--- config.mk ---
export PLATFORM = sky130hd
export DESIGN_NAME = fifo_usb_drain_flat
export DESIGN_NICKNAME = d
export VERILOG_FILES = /design/src/rtl/fifo_usb_drain_if.sv /design/src/rtl/fifo_usb_drain.sv /design/src/flat_wrapper.sv
export SDC_FILE = /design/constraint.sdc
export NUM_CORES = 1
export LEC_CHECK = 0
export CORE_UTILIZATION = 54
export CTS_BUF_LIST = sky130_fd_sc_hd__clkbuf_8
export CTS_CLUSTER_DIAMETER = 150
export DETAILED_ROUTE_END_ITERATION = 10
export PLACE_DENSITY = 0.88
export SYNTH_ARGS = -nofsm -noshare
export SYNTH_HDL_FRONTEND = slang
export SYNTH_SLANG_ARGS = --single-unit
--- constraint.sdc ---
create_clock -name fifo_clk -period 4.6 [get_ports fifo_clk]
set_input_delay 0.46 -clock fifo_clk [delete_from_list [all_inputs] [get_ports fifo_clk]]
set_output_delay 0.46 -clock fifo_clk [all_outputs]
set_load 0.01 [all_outputs]
--- src/rtl/fifo_usb_drain_if.sv ---
// fifo_usb_drain_if: sample-FIFO read side, FT245 write side and status of the USB drain.
//   master: the environment (FIFO, USB bridge, control); slave: the drain itself.
//   en, fifo_dout, fifo_empty, ft_txe_n -> drain; fifo_rd, ft_wr_n, ft_data, busy,
//   words_sent, stall_cnt <- drain. test_mode exists only with USB_DRAIN_TEST_PATTERN_EN.
interface fifo_usb_drain_if #(parameter int STALL_W = 16);
    logic               en;
    logic [15:0]        fifo_dout;
    logic               fifo_empty;
    logic               fifo_rd;
    logic               ft_txe_n;
    logic               ft_wr_n;
    logic [7:0]         ft_data;
    logic               busy;
    logic [31:0]        words_sent;
    logic [STALL_W-1:0] stall_cnt;
`ifdef USB_DRAIN_TEST_PATTERN_EN
    logic               test_mode;
    modport master (output en, fifo_dout, fifo_empty, ft_txe_n, test_mode,
                    input fifo_rd, ft_wr_n, ft_data, busy, words_sent, stall_cnt);
    modport slave  (input en, fifo_dout, fifo_empty, ft_txe_n, test_mode,
                    output fifo_rd, ft_wr_n, ft_data, busy, words_sent, stall_cnt);
`else
    modport master (output en, fifo_dout, fifo_empty, ft_txe_n,
                    input fifo_rd, ft_wr_n, ft_data, busy, words_sent, stall_cnt);
    modport slave  (input en, fifo_dout, fifo_empty, ft_txe_n,
                    output fifo_rd, ft_wr_n, ft_data, busy, words_sent, stall_cnt);
`endif
endinterface

--- src/rtl/fifo_usb_drain.sv ---
// fifo_usb_drain: pops 16-bit words from the sample FIFO and streams them as bytes
// into an FT245-style synchronous USB write port, one byte per clock when ready.
//   fifo_clk, reset (sync, active high); bus: fifo_usb_drain_if.slave.
//   Optional macro USB_DRAIN_TEST_PATTERN_EN adds test_mode and an internal counter source.
module fifo_usb_drain #(
    parameter bit LSB_FIRST = 1'b1,
    parameter int STALL_W   = 16
) (
    input logic            fifo_clk,
    input logic            reset,
    fifo_usb_drain_if.slave bus
);
    typedef enum logic [1:0] {IDLE, SEND_B0, SEND_B1} state_t;
    state_t             state_q, state_d;
    logic [15:0]        word_q, word_d, src;
    logic [7:0]         data_q, data_d;
    logic [31:0]        sent_q, sent_d;
    logic [STALL_W-1:0] stall_q, stall_d;
    logic               pending, accept, avail, pop;

    function automatic logic [7:0] first_byte(input logic [15:0] w);
        return LSB_FIRST ? w[7:0] : w[15:8];
    endfunction

    function automatic logic [7:0] second_byte(input logic [15:0] w);
        return LSB_FIRST ? w[15:8] : w[7:0];
    endfunction

`ifdef USB_DRAIN_TEST_PATTERN_EN
    logic [15:0] pat_q, pat_d;
    // The pattern source is always available, so the FIFO flag and strobe are bypassed.
    assign avail       = bus.test_mode | ~bus.fifo_empty;
    assign src         = bus.test_mode ? pat_q : bus.fifo_dout;
    assign bus.fifo_rd = pop & ~bus.test_mode;
    assign pat_d       = (pop & bus.test_mode) ? pat_q + 16'd1 : pat_q;
    always_ff @(posedge fifo_clk) pat_q <= reset ? '0 : pat_d;
`else
    assign avail       = ~bus.fifo_empty;
    assign src         = bus.fifo_dout;
    assign bus.fifo_rd = pop;
`endif

    assign pending = state_q != IDLE;
    assign accept  = pending & ~bus.ft_txe_n;
    // Loading in SEND_B1 on the last byte's acceptance keeps the stream bubble-free.
    assign pop     = bus.en & avail & (state_q == IDLE | (state_q == SEND_B1 & accept));

    always_comb begin
        state_d = state_q;
        word_d  = word_q;
        data_d  = data_q;
        sent_d  = sent_q + 32'(state_q == SEND_B1 && accept);
        stall_d = (pending & bus.ft_txe_n & ~&stall_q) ? stall_q + STALL_W'(1) : stall_q;
        if (pop) begin
            state_d = SEND_B0;
            word_d  = src;
            data_d  = first_byte(src);
        end else if (accept) begin
            state_d = state_q == SEND_B0 ? SEND_B1 : IDLE;
            data_d  = state_q == SEND_B0 ? second_byte(word_q) : data_q;
        end
    end

    always_ff @(posedge fifo_clk) begin
        if (reset) begin
            state_q <= IDLE;
            word_q  <= '0;
            data_q  <= '0;
            sent_q  <= '0;
            stall_q <= '0;
        end else begin
            state_q <= state_d;
            word_q  <= word_d;
            data_q  <= data_d;
            sent_q  <= sent_d;
            stall_q <= stall_d;
        end
    end

    assign bus.ft_wr_n    = ~accept;
    assign bus.ft_data    = data_q;
    assign bus.busy       = pending;
    assign bus.words_sent = sent_q;
    assign bus.stall_cnt  = stall_q;
endmodule
--- src/flat_wrapper.sv ---
// flat-port wrapper written by rule: the top's interface ports become plain ports
module fifo_usb_drain_flat 
#(
    parameter bit LSB_FIRST = 1'b1,
    parameter int STALL_W   = 16
)
  (fifo_clk, reset, bus_en, bus_fifo_dout, bus_fifo_empty, bus_ft_txe_n, bus_fifo_rd, bus_ft_wr_n, bus_ft_data, bus_busy, bus_words_sent, bus_stall_cnt);
  fifo_usb_drain_if #(.STALL_W(STALL_W)) bus_i ();
  input logic fifo_clk;
  input logic reset;
  input wire logic [$bits(bus_i.en)-1:0] bus_en;
  input wire logic [$bits(bus_i.fifo_dout)-1:0] bus_fifo_dout;
  input wire logic [$bits(bus_i.fifo_empty)-1:0] bus_fifo_empty;
  input wire logic [$bits(bus_i.ft_txe_n)-1:0] bus_ft_txe_n;
  output wire logic [$bits(bus_i.fifo_rd)-1:0] bus_fifo_rd;
  output wire logic [$bits(bus_i.ft_wr_n)-1:0] bus_ft_wr_n;
  output wire logic [$bits(bus_i.ft_data)-1:0] bus_ft_data;
  output wire logic [$bits(bus_i.busy)-1:0] bus_busy;
  output wire logic [$bits(bus_i.words_sent)-1:0] bus_words_sent;
  output wire logic [$bits(bus_i.stall_cnt)-1:0] bus_stall_cnt;
  assign bus_i.en = bus_en;
  assign bus_i.fifo_dout = bus_fifo_dout;
  assign bus_i.fifo_empty = bus_fifo_empty;
  assign bus_i.ft_txe_n = bus_ft_txe_n;
  assign bus_fifo_rd = bus_i.fifo_rd;
  assign bus_ft_wr_n = bus_i.ft_wr_n;
  assign bus_ft_data = bus_i.ft_data;
  assign bus_busy = bus_i.busy;
  assign bus_words_sent = bus_i.words_sent;
  assign bus_stall_cnt = bus_i.stall_cnt;
  fifo_usb_drain #(.LSB_FIRST(LSB_FIRST), .STALL_W(STALL_W)) u_core (.fifo_clk(fifo_clk), .reset(reset), .bus(bus_i));
endmodule
==> After elaboration in Yosys (flattened, before gate mapping) <==
Index checks and enable logic that the tools add are counted.
{ "totals": {"reg_bits": 74, "out_inout_bits": 59, "word_cells": 35} }
{ "classes": {"eq_ne": 2, "reduce_logical": 9, "addsub": 2, "mux": 6, "n_bitwise": 10} }
{ "ops": {"columns": ["op", "n"], "rows": [
  ["32-bit by 1-bit adder with 32-bit output", 1],
  ["8-bit 2-to-1 mux", 3],
  ["16-bit by 1-bit adder with 16-bit output (second input constant)", 1],
  ["16-bit AND reduction", 1],
  ["1-bit bitwise AND", 6],
  ["2-bit nonzero test", 3],
  ["1-bit inverter", 3],
  ["2-bit by 1-bit equality test with 1-bit output (second input constant)", 1],
  ["2-bit equality test (second input constant)", 1],
  ["2-bit zero test", 1],
  ["1-bit 2-to-1 mux", 2],
  ["2-bit 2-to-1 mux", 1],
  ["2-bit AND reduction", 1],
  ["2-bit OR reduction", 1],
  ["1-bit logical AND", 1],
  ["1-bit zero test", 1],
  ["1-bit bitwise OR", 1]
]} }

==> Longest topological paths before layout <==
{ "logic_depth": {"depth_word": 7, "mapped_depth": 9, "mapped_depth_nobuf": 7} }

==> Least setup slack after synthesis <==
No wires, ideal clock.
{ "synth_path": {"path_type": "input to register", "startpoint": "input port bus_ft_txe_n", "endpoint": "register u_core.sent_q[16] (netlist: u_core.bus.words_sent[16])", "n_path_buf": 2, "setup_slack_ns": 2.289, "stages": 9, "arrival_time_ns": 2.241, "t_required_ns": 4.530, "setup_ns": 0.070, "cell_sequence": "buf_2 nor3b_1 ha_1 ha_1 and4_1 nand3_1 clkbuf_1 or3_1 a21oi_1"} }
{ "synth_via": {"elab_chain_len": 4} }
{ "synth_lines": {"columns": ["item", "line_no", "text"], "rows": [
  ["start: declaration", "flat_wrapper.sv:14", "input wire logic [$bits(bus_i.ft_txe_n)-1:0] bus_ft_txe_n;"],
  ["1-bit inverter", "fifo_usb_drain.sv:44", "assign accept = pending & ~bus.ft_txe_n;"],
  ["1-bit bitwise AND", "fifo_usb_drain.sv:44", null],
  ["1-bit logical AND", "fifo_usb_drain.sv:52", "sent_d = sent_q + 32'(state_q == SEND_B1 && accept);"],
  ["32-bit by 1-bit adder with 32-bit output", "fifo_usb_drain.sv:52", null],
  ["end signal: assignment", "fifo_usb_drain.sv:75", "sent_q <= sent_d;"],
  ["end: declaration", "fifo_usb_drain.sv:17", "logic [31:0] sent_q, sent_d;"]
]} }
No other way between the ends.
A chain may end at the register's enable or synchronous reset.

==> Worst setup path in the final report <==
{ "layout_path": {"startpoint": "input port bus_ft_txe_n", "endpoint": "output port bus_fifo_rd"} }
{ "layout_via": {"elab_chain_len": 5} }
{ "layout_lines": {"columns": ["item", "line_no", "text"], "rows": [
  ["1-bit inverter", "fifo_usb_drain.sv:44", null],
  ["1-bit bitwise AND", "fifo_usb_drain.sv:44", null],
  ["1-bit bitwise AND", "fifo_usb_drain.sv:46", "assign pop = bus.en & avail & (state_q == IDLE | (state_q == SEND_B1 & accept));"],
  ["1-bit bitwise OR", "fifo_usb_drain.sv:46", null],
  ["1-bit bitwise AND", "fifo_usb_drain.sv:46", null],
  ["end: declaration", "flat_wrapper.sv:15", "output wire logic [$bits(bus_i.fifo_rd)-1:0] bus_fifo_rd;"]
]} }
No other way between the ends.

==> summary by stage <==
Setup path
The worst setup path is captured at a primary output. The arrival time at the worst endpoint is 2650 ps. The slack of the worst reg-to-reg path is 1920 ps.

The combined buffer and inverter count along the critical path is 3. Among all stages on the critical path, the largest delay is contributed by clkdlybuf4s50_1. In this design, the stage delay of the slowest critical-path cell is 630 ps. The kind of start point of the critical path is an input port. Among the stages of the critical path, the cell type that occurs most often is clkdlybuf4s50_1.

The worst setup path is of the in -> out kind. Traced cell by cell, the critical path runs through clkdlybuf4s50_1, nand2_1, nand3_1, clkinv_1, clkdlybuf4s50_1. The startpoint of the most critical register-to-register path is u_core.state_q[1]. The number of cells on the worst reg-to-reg path is 7. The worst endpoint required time is 4140 ps. The endpoint identified for the worst register-to-register timing path is u_core.bus.words_sent[20]. The gate family responsible for the most delay along the worst path is buffers and inverters.

The highest fanout seen on the critical path is 17.

Floorplanning
The horizontal die dimension is 76.9 um. The initial cell density of the core is 0.575. The floorplan step defined a die boundary enclosing 0.00592 mm^2. The die is 76.9 um tall. Row generation in the floorplan step produced 26 rows. Pin placement for this block handled 80 I/O pins. In this run the standard cell core region covers 0.00527 mm^2.

Min path
The worst hold path was traced through 2 stages. For hold timing, the worst endpoint is u_core.word_q[12]. The worst hold path begins at u_core.word_q[12]. The tightest min-delay check is of the reg -> reg type.

Timing
Setup repair after global routing left no endpoint under its margin. The final-report hold violation count is 0. The clock arrives with 8.13 ps of skew. The final critical-path required period is 3110 ps. The actual slew at the worst max-slew pin is 864 ps.

The final total negative setup slack is 0 ps. The final count of pins violating max slew is 0. In this run the tightest slew margin relative to its limit is 0.423. Setup violations remaining at the end of the flow were counted as 0. Dividing the final minimum period by the clock period gives 0.676.

The highest attainable clock frequency is 0.321 GHz.

CTS
The clock network latency to the later pin of the worst-skew pair is 340 ps. The H-tree was split into 3 levels. The post-CTS clock slew at the launch and capture registers of the worst setup and hold paths is 70 ps. For this design, the CTS-stage hold fixing added 0 buffers. The number of buffers on the longest clock path is 2. Clock tree synthesis inserted a total of 9 buffers.

Buffers added to address setup during post-CTS repair amount to 0. The TritonCTS clock tree is done. In this run the clock root is driven by a clkbuf_8.

The count of clock tree sinks is 66. The count of instances resized after the clock tree is built is 0.

Logic synthesis
Synthesis inferred 66 register bits. The part of the Yosys area used for sequential elements is 0.436. The cell count after synthesis came out at 365. The post-synthesis net count is 389. Counting flops with an async set or reset pin after synthesis yields a share of 0.

For this run, the number of Yosys warnings is 0. The synthesized design contains 0 enable-type register cells. The cell area that synthesis handed to floorplanning was 0.00303 mm^2.

Among all flip-flop cells after synthesis, the most frequent one is dfxtp_1. In this run the mean area of a mapped cell was 8.30 um^2. The count of distinct cell types in the synthesized netlist is 39.

Cells and area
The number of filler cells placed in the layout is 425. Leaving out fill and tap cells, the most frequent cells in the layout are clkdlybuf4s50_1 (78), dfxtp_1 (66), nand2_1 (41), a21oi_1 (41), nor2_1 (25). Of the cells placed in the final design, the portion with a size suffix greater than 1 is 0.0519. The total area of multi-input combinational cells is 0.00161 mm^2.

The sequential cells in the finished layout cover a total of 0.00132 mm^2. The final core area utilization is 0.764. The total number of nets in the final design is 462. The most common library cell in the layout ignoring fill and taps is clkdlybuf4s50_1.

The layout-stage area growth over the synthesis result is 32.9%. The repair_antennas step left the layout with diodes totalling 0.

Power
The proportion of total power due to net switching is 0.229. The internal portion of the total power is 0.863 mW. For this design the static power due to leakage is 1.25 nW. The peak supply drop is 224 uV. The sequential fraction of design power is 0.525. The share of total power dissipated in the clock network is 0.404. Summed over all nets, the switching power comes to 0.257 mW. The power density normalized to cell area is 278 mW/mm^2. Of the total power, combinational logic draws 0.071.

Placed design
At the end of routability-driven placement, the weighted congestion stood at 0.878. The wire-length estimate of the detail-placed layout is 5.34 mm. The number of port buffers is 79.

Route
The detail route stage leaves a number of antenna-violating nets equal to 0. The detailed-route wire length per cell is 15.1 um. The detailed router placed 3118 vias in this run. The average via count per standard cell is 6.08.

For this run, the detailed router's first-pass iteration total came to 4. For this run, design rule violations remaining after detail routing come to 0. The final wirelength is 7.77 mm. The detailed router's first-iteration violation count is 121.

Global route
The number of antenna violations at the first check in global routing is 0. The number of global-route vias before repair was 2936. Entering global routing, the biggest net connects 39 pins. The total overflow left after global routing is 0. In the global route stage, overall resource usage came out at 0.270. The global-route wire length before repair is 12.8 mm.

Run status
The run finished with clean final reports.

Job
Across the run, the number of max-cap violations was 0.
power by group through the flow:
stage                     clock network, mW  registers, mW  logic, mW
after floorplan                           0          0.603     0.0356
after global placement                    0          0.601     0.0769
after detailed placement                  0          0.601     0.0791
after CTS                             0.456          0.588     0.0794
after global routing                  0.478          0.589     0.0866
final                                 0.452          0.588     0.0794
per-stage QoR:
| step | total power [mW] | area (um^2) | hold WS [ps] | setup slack [ps] | cells |
|---|---|---|---|---|---|
| after floorplan | 0.639 | 3030 | 440 | 2290 | 365 |
| after global placement | 0.678 | 3850 | 450 | 1410 | 497 |
| after detailed placement | 0.680 | 3850 | 461 | 1320 | 497 |
| after CTS | 1.12 | 4030 | 470 | 1500 | 513 |
| after global routing | 1.15 | 4030 | 496 | 1320 | 513 |
| final | 1.12 | 4030 | 464 | 1490 | 513 |
sequential cells by signal, indices dropped and copies added (netlist names):
signal	count
u_core.bus.stall_cnt	16
u_core.state_q	2
u_core.word_q	8
u_core.bus.words_sent	32
u_core.bus.ft_data	8
cells in the mapped netlist (all sizes together) (3+ instances only):
| cell | instances | share of area |
|---|---|---|
| o31ai | 19 | 0.047 |
| xor2 | 5 | 0.014 |
| xnor2 | 5 | 0.014 |
| a311oi | 8 | 0.023 |
| buf | 6 | 0.0087 |
| nor3 | 5 | 0.0083 |
| dfxtp | 66 | 0.44 |
| nor4 | 5 | 0.010 |
| clkbuf | 13 | 0.017 |
| nand2 | 41 | 0.051 |
| and4 | 5 | 0.014 |
| and3 | 4 | 0.0083 |
| ha | 3 | 0.012 |
| inv | 8 | 0.0099 |
| nand4 | 19 | 0.039 |
| nand3 | 16 | 0.028 |
| or4 | 24 | 0.061 |
| a21oi | 41 | 0.068 |
| nor2 | 25 | 0.031 |
| o21ai | 14 | 0.023 |
| or3 | 14 | 0.029 |
| nor2b | 4 | 0.0083 |
logic make-up (layout without fill, tap and decap cells):
group                      after synthesis  after routing  share of synthesized area
and+or+nand+nor                        169            169                      0.305
xor gates and xnor gates                10             10                     0.0289
muxes                                    2              2                    0.00743
buffers and inverters                   28            106                     0.0363
AOI/OAI and AO/OA                       87             87                      0.174
adders and majority gates                3              3                     0.0124
DFF                                     66             66                      0.436
worst max-delay path by stage:
stage / from / cells past startpoint / end / slack [ps]
after floorplan: bus_ft_txe_n / 9 / u_core.bus.words_sent[16] / 2290
after global placement: bus_ft_txe_n / 8 / u_core.bus.words_sent[26] / 1410
after detailed placement: bus_ft_txe_n / 8 / u_core.bus.words_sent[20] / 1320
after CTS: bus_ft_txe_n / 5 / bus_fifo_rd / 1500
after global routing: bus_ft_txe_n / 5 / bus_fifo_rd / 1320
final: bus_ft_txe_n / 5 / bus_fifo_rd / 1490
worst register-to-register path: stages (launching register included):
cell and delay [ps]:
dfxtp_1 410, nor3b_1 230, ha_1 230, ha_1 230
and4_1 280, nand3_1 430, or4_1 640, a21oi_1 170
final cells by class:
cell class / instances / area share
Multi-Input combinational cell: 271 / 0.399
Sequential cell: 66 / 0.328
Timing Repair Buffer: 81 / 0.199
Clock buffer: 9 / 0.0308
Tap cell: 70 / 0.0217
Clock inverter: 7 / 0.0137
Inverter: 9 / 0.00839
metal layers:
layer	wire length, um	global-route usage	part of all wire	up-vias
met5	0	0	0	-
met4	203	0.152	0.026	0
met3	293	0.0500	0.038	20
met2	3850	0.461	0.50	77
met1	3420	0.315	0.44	1499
li1	-	-	-	1522
(Power assumes the default switching activity.)
==> edit: new RTL, same flow settings <==
`LSB_FIRST` is set to 1'b1 in 2 places; all go to 1'b0.
--- a/src/rtl/fifo_usb_drain.sv
+++ b/src/rtl/fifo_usb_drain.sv
@@ -4,5 +4,5 @@
 //   Optional macro USB_DRAIN_TEST_PATTERN_EN adds test_mode and an internal counter source.
 module fifo_usb_drain #(
-    parameter bit LSB_FIRST = 1'b1,
+    parameter bit LSB_FIRST = 1'b0,
     parameter int STALL_W   = 16
 ) (
--- a/src/flat_wrapper.sv
+++ b/src/flat_wrapper.sv
@@ -2,5 +2,5 @@
 module fifo_usb_drain_flat 
 #(
-    parameter bit LSB_FIRST = 1'b1,
+    parameter bit LSB_FIRST = 1'b0,
     parameter int STALL_W   = 16
 )
Behaviour: not the same (Yosys sat finds a counterexample within 4 cycles, from zero or initial values and one cycle with reset high).
==> edit against the unedited design <==
- via count shrank 8.0%
- area after synthesis shrank 1.9%
- sequential cell count is the same
- final area shrank 1.5%
- cell count shrank 2.9%
- core utilization shrank 0.17 points
- global-route usage shrank 1.8 points
- total power shrank 0.36%
- worst hold slack gained 8.1 ps
- combinational power grew 0.8%
- first-iteration DRC count grew 68%
- wire length shrank 9.3%
- worst setup slack gained 33 ps
- clock power shrank 1%
- critical path type unchanged
==> edit: results (changes against the unedited design) <==
Placement
  – GP Congestion: 0.772 (-12%)
  – Worst slack, placed: 1410 ps (+91.4 ps)
  – Placed Instances: 482 (-3.0%)
  – DP HPWL: 4.80 mm (-10%)

Final layout
  – Non-Filler Instances: 498 (-2.9%)
  – Final Net Count: 447 (-3.2%)
  – Share of cells above drive strength 1: 7.24% (+2.1 points)

Synth
  – Register area share after synthesis: 44.4% (+0.83 points)
  – Commonest cells post-synth: dfxtp_1 (66), nand2_1 (41), nor2_1 (33)
  – Adder-cell area share of the yosys netlist: 1.26% (+0.023 points)
  – Synth top area cells: dfxtp_1 (44%), a21oi_1 (5.4%), nand2_1 (5.2%)
  – Xor/xnor share of the synthesized area: 4.12% (+1.2 points)
  – Syn Inst Count: 347 (-4.9%)
  – Post-synthesis cell type count: 41 (+5.1%)

STA
  – Worst-Margin Slew: 745 ps (-118 ps)
  – Clock Skew: 5.37 ps (-2.75 ps)

Detailed routing
  – Drt first pass iters: 6 (+2)
  – Routed WL: 7.05 mm (-9.3%)
  – Vias post-DR: 2869 (-8.0%)
  – Drt initial violations: 203 (+68%)

Outcome
  – Status: completed

Power
  – Leakage power: 1.31 nW (+4.9%)
  – Max VDD drop: 245 µV (+9.5%)

GRT
  – Vias in the first global route: 2591 (-12%)
  – GRT Overall Usage: 25.2% (-1.8 points)
  – First-pass GRT wire length: 11.8 mm (-8.0%)

Critical path
  – Crit path arrival time: 2620 ps (-30 ps)
  – Worst R2R End: u_core.bus.words_sent[26]

Min path
  – Worst Hold End: u_core.word_q[6]
  – Beginning of the worst hold path: u_core.word_q[6]
==> edit: worst reg2reg max path, stage by stage (launching register included) <==
cell,delay (ps)
dfxtp_1,440
nor3b_1,220
ha_1,250
ha_1,200
nand3_1,250
or3_4,530
nor3b_1,290
mux2_2,380
==> edit: final cells by class <==
| cell class | instances | area (µm²) |
|---|---|---|
| multi-input cells | 260 | 1560 |
| inverters | 6 | 22.5 |
| clock buffers | 12 | 165 |
| fillers | 386 | 1240 |
| clock inverters | 4 | 17.5 |
| flip-flops and latches | 66 | 1320 |
| well taps | 70 | 87.6 |
| repair buffers | 80 | 793 |
==> edit: stage by stage <==
step | instance area (µm²) | utilization [%] | power, mW
floorplan | 2970 | - | 0.641
global placement | 3790 | 72.7 | 0.679
detailed placement | 3790 | 72.7 | 0.681
CTS | 3970 | 76.3 | 1.12
global route | 3970 | 76.3 | 1.16
finish | 3970 | 76.3 | 1.12
==> edit: routing by layer <==
metal	vias to the layer above	track usage [%]	share of wire (%)
met3	9	5.27	5.5
li1	1420	-	-
met1	1337	31.2	44
met2	103	41.7	49
met5	-	0	0
met4	0	11.9	1.6
==> edit: how the worst max path moves through the flow <==
stage | from | end | slack (ps) | cells past startpoint
global route | bus_ft_txe_n | bus_fifo_rd | 1320 | 5
global placement | bus_ft_txe_n | u_core.bus.words_sent[24] | 1540 | 8
floorplan | bus_ft_txe_n | u_core.bus.words_sent[24] | 2140 | 8
detailed placement | bus_ft_txe_n | u_core.bus.words_sent[26] | 1410 | 8
CTS | bus_ft_txe_n | bus_fifo_rd | 1530 | 5
finish | bus_ft_txe_n | bus_fifo_rd | 1520 | 5
==> edit: where the power goes <==
part           switching, mW  leakage (nW)  internal, mW  total, mW
Combinational         0.0389         0.676        0.0412     0.0800
Clock                  0.212         0.105         0.234      0.446
Sequential           0.00661         0.534         0.582      0.589
